File: src/rtl/iob_pfsm_timed.sv
// Programmable FSM: LUT indexed by {state, inputs} yields {dwell, next_state, outputs};
// re-evaluates when dwell expires. Define IOB_PFSM_TIMED_INPUT_SYNC_EN for a 2-flop input synchroniser.
module iob_pfsm_timed #(
    parameter int STATE_W  = 2,
    parameter int INPUT_W  = 1,
    parameter int OUTPUT_W = 4,
    parameter int CNT_W    = 8
) (
    input  logic                                   clk_i,
    input  logic                                   rst_n_i,
    input  logic                                   cke_i,
    input  logic                                   run_i,
    input  logic                                   restart_i,
    input  logic                                   lut_wen_i,
    input  logic [STATE_W+INPUT_W-1:0]             lut_waddr_i,
    input  logic [CNT_W+STATE_W+OUTPUT_W-1:0]      lut_wdata_i,
    input  logic [INPUT_W-1:0]                     input_ports_i,
    output logic [OUTPUT_W-1:0]                    output_ports_o,
    output logic [STATE_W-1:0]                     current_state_o,
    output logic [CNT_W-1:0]                       dwell_o,
    output logic                                   done_o,
    output logic                                   err_o
);

    localparam int ADDR_W = STATE_W + INPUT_W;
    localparam int LUT_W  = CNT_W + STATE_W + OUTPUT_W;
    localparam int DEPTH  = 2 ** ADDR_W;
    localparam logic [STATE_W-1:0] TERMINAL = '1;

    logic [LUT_W-1:0]    lut_mem [DEPTH];
    logic [LUT_W-1:0]    lut_rdata;
    logic [INPUT_W-1:0]  in_eff;
    logic [STATE_W-1:0]  state_q;
    logic [CNT_W-1:0]    dwell_q;
    logic [OUTPUT_W-1:0] out_q;
    logic                err_q;

`ifdef IOB_PFSM_TIMED_INPUT_SYNC_EN
    logic [INPUT_W-1:0] sync1_q;
    logic [INPUT_W-1:0] sync2_q;

    always_ff @(posedge clk_i) begin
        if (!rst_n_i) begin
            sync1_q <= '0;
            sync2_q <= '0;
        end else if (cke_i) begin
            sync1_q <= input_ports_i;
            sync2_q <= sync1_q;
        end
    end

    assign in_eff = sync2_q;
`else
    assign in_eff = input_ports_i;
`endif

    // LUT storage is deliberately not reset; the control layer programs it before run.
    always_ff @(posedge clk_i) begin
        if (lut_wen_i && cke_i && !run_i) begin
            lut_mem[lut_waddr_i] <= lut_wdata_i;
        end
    end

    always_comb begin
        lut_rdata = lut_mem[{state_q, in_eff}];
    end

    always_ff @(posedge clk_i) begin
        if (!rst_n_i) begin
            state_q <= '0;
            dwell_q <= '0;
            out_q   <= '0;
            err_q   <= 1'b0;
        end else if (cke_i) begin
            err_q <= lut_wen_i & run_i;
            if (restart_i) begin
                state_q <= '0;
                dwell_q <= '0;
                out_q   <= '0;
            end else if (run_i && state_q != TERMINAL) begin
                if (dwell_q != '0) begin
                    dwell_q <= dwell_q - CNT_W'(1);
                end else begin
                    dwell_q <= lut_rdata[LUT_W-1 -: CNT_W];
                    state_q <= lut_rdata[OUTPUT_W +: STATE_W];
                    out_q   <= lut_rdata[OUTPUT_W-1:0];
                end
            end
        end
    end

    assign output_ports_o  = out_q;
    assign current_state_o = state_q;
    assign dwell_o         = dwell_q;
    assign done_o          = (state_q == TERMINAL);
    assign err_o           = err_q;

endmodule
File: config.mk
export PLATFORM = sky130hd
export DESIGN_NAME = iob_pfsm_timed
export DESIGN_NICKNAME = d
export VERILOG_FILES = /design/src/rtl/iob_pfsm_timed.sv
export SDC_FILE = /design/constraint.sdc
export NUM_CORES = 1
export LEC_CHECK = 0
export ABC_AREA = 1
export CORE_MARGIN = 3
export CORE_UTILIZATION = 25
export CTS_CLUSTER_DIAMETER = 50
export DETAILED_ROUTE_END_ITERATION = 10
export PLACE_DENSITY_LB_ADDON = 0.25
export RECOVER_POWER = 100
export SYNTH_ARGS = -nofsm -noshare
export SYNTH_HDL_FRONTEND = slang
export SYNTH_SLANG_ARGS = --single-unit
export TNS_END_PERCENT = 20
File: constraint.sdc
create_clock -name clk_i -period 1.9 [get_ports clk_i]
set_input_delay 0.38 -clock clk_i [delete_from_list [all_inputs] [get_ports clk_i]]
set_output_delay 0.38 -clock clk_i [all_outputs]
set_load 0.005 [all_outputs]
Word-level counts from Yosys, hierarchy flattened

Memories as Yosys holds them, arrays and structs flattened.
Cells that the tools add are included.

Reduce and logical (&&, ||, !) cells: 8
Bitwise logic cells: 1
Shift operators: 0
Div/mod/pow operators: 0
$lt $le $gt $ge: 0
$add $sub $neg: 1
Mux-type cells: 11
$mul: 0
Eq/ne operators: 3

Operator list:

| kind                                                               | count |
|---|---|
| 8-bit two-way mux                                                  | 3 |
| 4-bit two-way mux                                                  | 3 |
| 8-bit nonzero test                                                 | 1 |
| 8-bit by 1-bit subtractor with 8-bit output, second input constant | 1 |
| 2-bit two-way mux                                                  | 3 |
| 2-bit inequality test, second input constant                       | 2 |
| 1-bit logical AND                                                  | 3 |
| 3-bit AND reduction                                                | 1 |
| 2-bit equality test, second input constant                         | 1 |
| 1-bit two-way mux                                                  | 2 |
| 2-bit AND reduction                                                | 1 |
| 2-bit nonzero test                                                 | 1 |
| 1-bit bitwise AND                                                  | 1 |
| 1-bit logical NOT                                                  | 1 |

Register bits: 15
RAM bits: 112
Bits in latches: 0
Memory bits (read-only): 0
Output and inout port bits: 16
Word-level logic and storage cells: 29
Memories: 1
Bits of input ports: 24

Memories:

| memory  | depth | width | read ports | clocked after Yosys merged registers in | write ports | line | text |
|---|---|---|---|---|---|---|---|
| lut_mem | 8     | 14    | 1          | 0                                       | 1           | 30   | `logic [LUT_W-1:0] lut_mem [DEPTH];` |

Depth between registers and ports, before layout

Gate-level depths: netlist (run 1).

Depth in word-level cells: 4
Mapped depth: 10
Depth with buffers taken out: 10

Worst setup path before layout (run 1)

OpenSTA, ideal clock, no wires.

Path kind: input -> register
From: input lut_wen_i
To: memory lut_mem[6][0] (netlist bit) (enable)
Library setup time: 0.384 ns
Buffers on the path: 0
Setup slack: 0.266 ns
Arrival: 1.249 ns
Data required time: 1.516 ns
Stages on the path: 4
Cells stage by stage: nand2_1 nor2_1 nand2_1 nor2_1

Cells in the longest elaborated chain, start to end: 4

RTL lines:

| element                                 | line | text |
|---|---|---|
| start: declaration                      | 14   | `input logic lut_wen_i,` |
| 1-bit logical AND (2 in series)         | 59   | `if (lut_wen_i && cke_i && !run_i) begin` |
| 1-bit two-way mux                       | 59   |  |
| 1-bit two-way mux (implied by the code) | 60   | `lut_mem[lut_waddr_i] <= lut_wdata_i;` |
| end: declaration                        | 30   |  |

No other way between the ends.

Final worst setup path (run 1)

From: input lut_wen_i
To: memory lut_mem[7][0] (netlist bit) (enable)

The elaborated chain is that of the path after synthesis.

==> impl_metrics.toml, run 1 <==
[placement]
gp_congestion = 0.792
place_area_mm2 = 0.00613
numPortBuffers = 39
place_hpwl_mm = 9.88

[worst_setup_path]
crit_required_ns = 1.97
critical_path_class = "input port to flip-flop"
cp.depth = 7
reg2reg_depth = 7
slowest_delay_ns = 0.56
path_cells = "dlygate4sd3_1, nand2_1, nor2_1, clkbuf_1, nand2_1, nor2_1, clkbuf_2"
r2r-start = "current_state_o[1]"
endpoint_kind = "flip-flop"
cp_slowest_cell = "dlygate4sd3_1"
startpoint = "lut_wen_i"
critPathMaxFanout = 14
cp.buffers_inverters = 3
crit_family = "buffers and inverters"
startpoint_type = "input port"
cp.arrival_ns = 1.93

[pwr]
clkPwrFrac_pct = 43.9
power.internal_mw = 5.26
p_leak_nw = 2.47
vdd_drop_max_mv = 0.645
combPwrFrac_pct = 11.0
p_seq_share_pct = 45.2
p_per_area_mw_per_mm2 = 1030
net-switching-power_mw = 1.66
switching_share_pct = 24.0

[die]
rows = 52
die_h_um = 152
num_io_pins = 40
initial_core_util_pct = 25.9
core-area_mm2 = 0.0206
die_w_um = 152
die-area_mm2 = 0.0231

[cts]
cts_root_buffer = "clkbuf_16"
insertion_delay_ns = 0.41
clockBufferDepth = 2
numCtsBuffers = 17
clock_sinks = 127
ctsHtreeMaxLevel = 4
clkTransAtPathRegs_ns = 0.05
cts.hold.buffers_added = 0
cts_tree = "yes"

[sta]
hold_viol = 0
slew_headroom_pct = 63.2
finalClockSkew_ns = 0.00503
worst_slew_pin_slew_ns = 0.551
slew_violations = 0
fin_crit_sh_pct = 97.8
min_period_ns = 1.86
fin_tns_setup_ns = 0
rsz0062_at_grt = "no"
finalSetupViolations = 0
clock.fmax_mhz = 538

[synth]
synth_area_leader_cell = "edfxtp_1"
ys.warnings.count = 0
yosys-top-cells-area = "edfxtp_1 (63%), nand2_1 (8.8%), dfxtp_1 (5.6%)"
syn_area_per_cell_um2 = 10.9
synth_cells = 491
synthDistinctLibCells = 27
synth_nets = 517
synth_area_mm2 = 0.00533
ys_seq_area_share_pct = 68.7
ys_ff_latch = 127
netlist.area_leader.share_pct = 63.1

[global_route]
grt_use_met2_pct = 18.5
grt_use_met1_pct = 17.6
antenna_found_initial = 0
grt_busiest_layer = "met2"
grt_use_met3_pct = 3.13
track_usage_pct = 12.4
overflow = 0
grt_max_degree = 28
grt_pass1_wl_mm = 21.4
grt_pass1_vias = 3515

[final_layout]
syn2layout_area_growth_pct = 25.7
drive_gt1_share_pct = 11.9
antenna_cells = 0
fin_area_mm2 = 0.00670
final_nets = 580

[min_path]
hold_path_depth = 2
min_from = "err_o"
hp-class = "flip-flop to flip-flop"

[route]
num_vias = 3673
wire_per_inst_um = 17.2
vias_per_cell = 4.40
drtIter0Drc = 370
wl_mm = 14.3
drtAntennaViolNets = 0
drt_first_pass_iters = 5
drc = 0

[run_status]
status = "finished, final reports clean"

[run]
max-cap-violations = 0
## power by group through the flow
stage	Sequential, mW	Clock, mW	Combinational (mW)
after global routing	3.13	3.22	0.843
final	3.13	3.03	0.758
after CTS	3.13	3.10	0.768
after global placement	3.18	0	0.763
after floorplan	3.18	0	0.440
after detailed placement	3.19	0	0.763
## cells in the mapped netlist
cell type,count
o21ai_1,4
nand2_2,2
a21oi_2,2
buf_1,1
or2_0,1
edfxtp_1,112
o211ai_1,1
buf_6,4
nand2_4,1
o21ai_0,31
nand3_1,60
nor2_4,2
inv_1,32
xnor2_1,1
o21ai_4,1
clkbuf_1,2
dfxtp_1,15
ha_1,2
buf_2,12
buf_4,2
inv_2,3
xor2_1,2
nor2_1,51
o22ai_1,6
inv_6,1
a21oi_1,15
nand2_1,125
## tightest hold or removal path, stage by stage (launching register included)
cell,delay (ns)
dfxtp_1,0.30
nand2_1,0.06
a21oi_1,0.05
## kinds of logic (layout without fill, tap and decap cells)
kind of cell	Yosys count	in the layout	share of synthesized area (%)
compound gates	60	60	6.18
xor+xnor	3	3	0.493
fa+ha+maj	2	2	0.470
buf+inv	57	130	5.10
flops	127	127	68.7
simple gates	242	242	19.0
## cells in the final DEF, fill, tap and decap left out
master / instances
xnor2_1: 1
nor2_4: 2
clkinv_4: 1
o22ai_1: 6
clkbuf_1: 3
nor2_1: 51
dfxtp_4: 2
clkinvlp_4: 3
o21ai_4: 1
nand2_1: 125
inv_1: 32
ha_1: 2
dfxtp_1: 13
or2_0: 1
clkbuf_16: 18
inv_2: 3
bufinv_16: 2
o21ai_1: 4
inv_6: 2
clkdlybuf4s50_1: 11
clkinv_2: 4
nand2_4: 1
o21ai_0: 31
buf_4: 12
o211ai_1: 1
clkbuf_2: 4
buf_12: 3
nand2_2: 2
a21oi_2: 2
xor2_1: 2
dlygate4sd3_1: 27
a21oi_1: 15
buf_2: 5
nand3_1: 60
edfxtp_1: 112
## per-stage QoR
step / hold WS (ns) / std cells / setup slack, ns / power [mW] / util [%]
after floorplan: 0.460 / 491 / 0.266 / 3.62 / -
final: 0.460 / 834 / 0.0423 / 6.92 / 32.6
after global placement: 0.455 / 802 / -0.0317 / 3.95 / 29.8
after global routing: 0.487 / 834 / 0.00222 / 7.19 / 32.6
after CTS: 0.469 / 831 / 0.00721 / 6.99 / 32.5
after detailed placement: 0.459 / 802 / -0.0209 / 3.95 / 29.8
## path summary, 6_finish.rpt
| path | to | slack, ns |
|---|---|---|
| max | lut_mem[7][0] | 0.04 |
| min | err_o | 0.46 |
| max reg2reg | dwell_o[0] | 0.22 |
| min reg2reg | err_o | 0.46 |
## area by class of cell
class | count | area, um^2
clock buffers | 18 | 429
flip-flops and latches | 127 | 3670
clock inverters | 11 | 120
fillers | 2090 | 13900
multi-input cells | 307 | 1390
well taps | 270 | 338
inverters | 36 | 140
repair buffers | 65 | 608
## timing repair
action                     in CTS  in global routing
gates resized for setup         3                  1
setup endpoints to repair       2                  2
setup buffers                   0                  2
cloned                          0                  1
## registers in the layout, indices dropped and copies added (netlist names)
signal,flops
current_state_o,2
dwell_o,8
err_o,1
lut_mem,112
output_ports_o,4
## layer usage
layer | up-vias | wire, um | part of all wire, %
li1 | 1801 | - | -
met1 | 1769 | 6810 | 48
met2 | 92 | 6580 | 46
met3 | 11 | 734 | 5.1
met4 | 0 | 190 | 1.3
met5 | - | 0 | 0
(Power assumes the default switching activity.)
==> run 2, diff against run 1 <==
--- a/config.mk
+++ b/config.mk
@@ -12,6 +12,7 @@
 export DETAILED_ROUTE_END_ITERATION = 10
 export PLACE_DENSITY_LB_ADDON = 0.25
 export RECOVER_POWER = 100
+export SKIP_CTS_REPAIR_TIMING = 1
 export SYNTH_ARGS = -nofsm -noshare
 export SYNTH_HDL_FRONTEND = slang
 export SYNTH_SLANG_ARGS = --single-unit
==> results of run 2 <==
No change in the layout: final DEF, timing and power equal those of run 1.
==> run 3, diff against run 2 <==
--- a/config.mk
+++ b/config.mk
@@ -6,14 +6,14 @@
 export NUM_CORES = 1
 export LEC_CHECK = 0
 export ABC_AREA = 1
-export CORE_MARGIN = 3
+export CORE_MARGIN = 5
 export CORE_UTILIZATION = 25
 export CTS_CLUSTER_DIAMETER = 50
 export DETAILED_ROUTE_END_ITERATION = 10
+export GPL_TIMING_DRIVEN = 1
 export PLACE_DENSITY_LB_ADDON = 0.25
 export RECOVER_POWER = 100
 export SKIP_CTS_REPAIR_TIMING = 1
 export SYNTH_ARGS = -nofsm -noshare
 export SYNTH_HDL_FRONTEND = slang
 export SYNTH_SLANG_ARGS = --single-unit
-export TNS_END_PERCENT = 20
==> impl_metrics.toml, run 3 (synthesized netlist as in run 1, its figures left out) <==
[route]
drtIter0Drc = 368
vias_per_cell = 4.38
wire_per_inst_um = 16.6
drc = 0
wl_mm = 13.8
drt_first_pass_iters = 6
drtAntennaViolNets = 0
num_vias = 3639

[pwr]
p_seq_share_pct = 43.6
power.internal_mw = 5.42
switching_share_pct = 24.3
p_leak_nw = 2.44
net-switching-power_mw = 1.74
clkPwrFrac_pct = 46.5
combPwrFrac_pct = 9.9
p_per_area_mw_per_mm2 = 1070
vdd_drop_max_mv = 0.538

[cts]
cts_root_buffer = "clkbuf_16"
clockBufferDepth = 2
numCtsBuffers = 17
insertion_delay_ns = 0.41
clock_sinks = 127
clkTransAtPathRegs_ns = 0.06
ctsHtreeMaxLevel = 4
cts_tree = "yes"

[final_layout]
n_fill_cell = 2115
largest_reg_flops = 112
final_nets = 569
drive_gt1_share_pct = 10.4
multi_input_area_mm2 = 0.00138
syn2layout_area_growth_pct = 25.1
antenna_cells = 0
seqCellArea_mm2 = 0.00367
final_cell_mix = "nand2_1 (126), edfxtp_1 (112), nand3_1 (60)"
utilization_pct = 31.7
final_common_cell = "nand2_1"
regMostFlops = "lut_mem"

[die]
die_h_um = 156
die-area_mm2 = 0.0243
die_w_um = 156
num_io_pins = 40
initial_core_util_pct = 25.3
rows = 53
core-area_mm2 = 0.0210

[worst_setup_path]
endpoint_kind = "primary output"
cp.arrival_ns = 1.42
critical_path_class = "flip-flop to primary output"
rrSetupSlack_ns = 0.20
critPathMaxFanout = 5
crit_required_ns = 1.52
startpoint_type = "flip-flop"

[global_route]
grt_pass1_wl_mm = 20.6
antenna_found_initial = 0
grt_pass1_vias = 3396
grt_max_degree = 56
track_usage_pct = 11.4
overflow = 0

[sta]
finalWorstSetupSlack_ns = 0.100
finalSetupViolations = 0
fin_crit_sh_pct = 94.7
finalClockSkew_ns = 0.00580
slew_violations = 0
clock.fmax_mhz = 556
rsz0062_at_grt = "no"
hold_viol = 0
min_period_ns = 1.80
worst_slew_pin_slew_ns = 0.582
slew_headroom_pct = 61.1
hold_slack_ns = 0.464

[placement]
place_hpwl_mm = 9.31
gp_congestion = 0.776
numPortBuffers = 39
dp_slack_ns = -0.0333

[run_status]
status = "finished, final reports clean"

[run]
max-cap-violations = 0

[min_path]
hp-class = "flip-flop to flip-flop"
## run 3: cell count changes in the layout (fill, tap and decap cells not counted), sizes merged
cell / previous run / this run
clkinvlp: 3 / 5
clkinv: 5 / 4
buf: 20 / 8
bufinv: 2 / 3
inv: 37 / 39
## run 3: layer usage
| metal | global-route usage (%) | wire length (um) | vias to the layer above |
|---|---|---|---|
| met5 | 0 | 0 | - |
| met2 | 16.2 | 6010 | 132 |
| met3 | 3.55 | 906 | 16 |
| met1 | 16.6 | 6660 | 1710 |
| li1 | - | - | 1781 |
| met4 | 3.50 | 191 | 0 |
## run 3: final timing paths
path	start	to	cells after the start
setup / recovery	current_state_o[0]	done_o	3
hold / removal	output_ports_o[1]	output_ports_o[1]	2
setup reg to reg	dwell_o[0]	output_ports_o[2]	9
hold reg to reg	output_ports_o[1]	output_ports_o[1]	2
## run 3: critical path, stage by stage (launching register included)
cell             delay [ns]
dfxtp_4                0.38
nand2_1                0.09
inv_1                  0.06
clkdlybuf4s50_1        0.49
## run 3: power groups by stage
stage | logic [mW] | clock network (mW) | registers, mW
finish | 0.708 | 3.33 | 3.12
global route | 0.791 | 3.48 | 3.13
CTS | 0.749 | 3.37 | 3.12
detailed placement | 0.746 | 0 | 3.18
global placement | 0.744 | 0 | 3.18
floorplan | 0.440 | 0 | 3.18
## run 3: layout make-up
cell class / count / area share [%]
Clock buffer: 17 / 6.38
Tap cell: 275 / 5.16
Sequential cell: 127 / 55.0
Timing Repair Buffer: 54 / 7.92
Multi-Input combinational cell: 307 / 20.6
Inverter: 36 / 2.10
Clock inverter: 15 / 2.80
## run 3: stage by stage
step	instances	power (mW)	setup TNS, ns	area [um^2]
detailed placement	799	3.93	-2.03	6090
global placement	799	3.92	-3.06	6090
finish	831	7.16	0	6670
floorplan	491	3.62	0	5330
CTS	831	7.25	-0.0595	6700
global route	831	7.40	0	6670
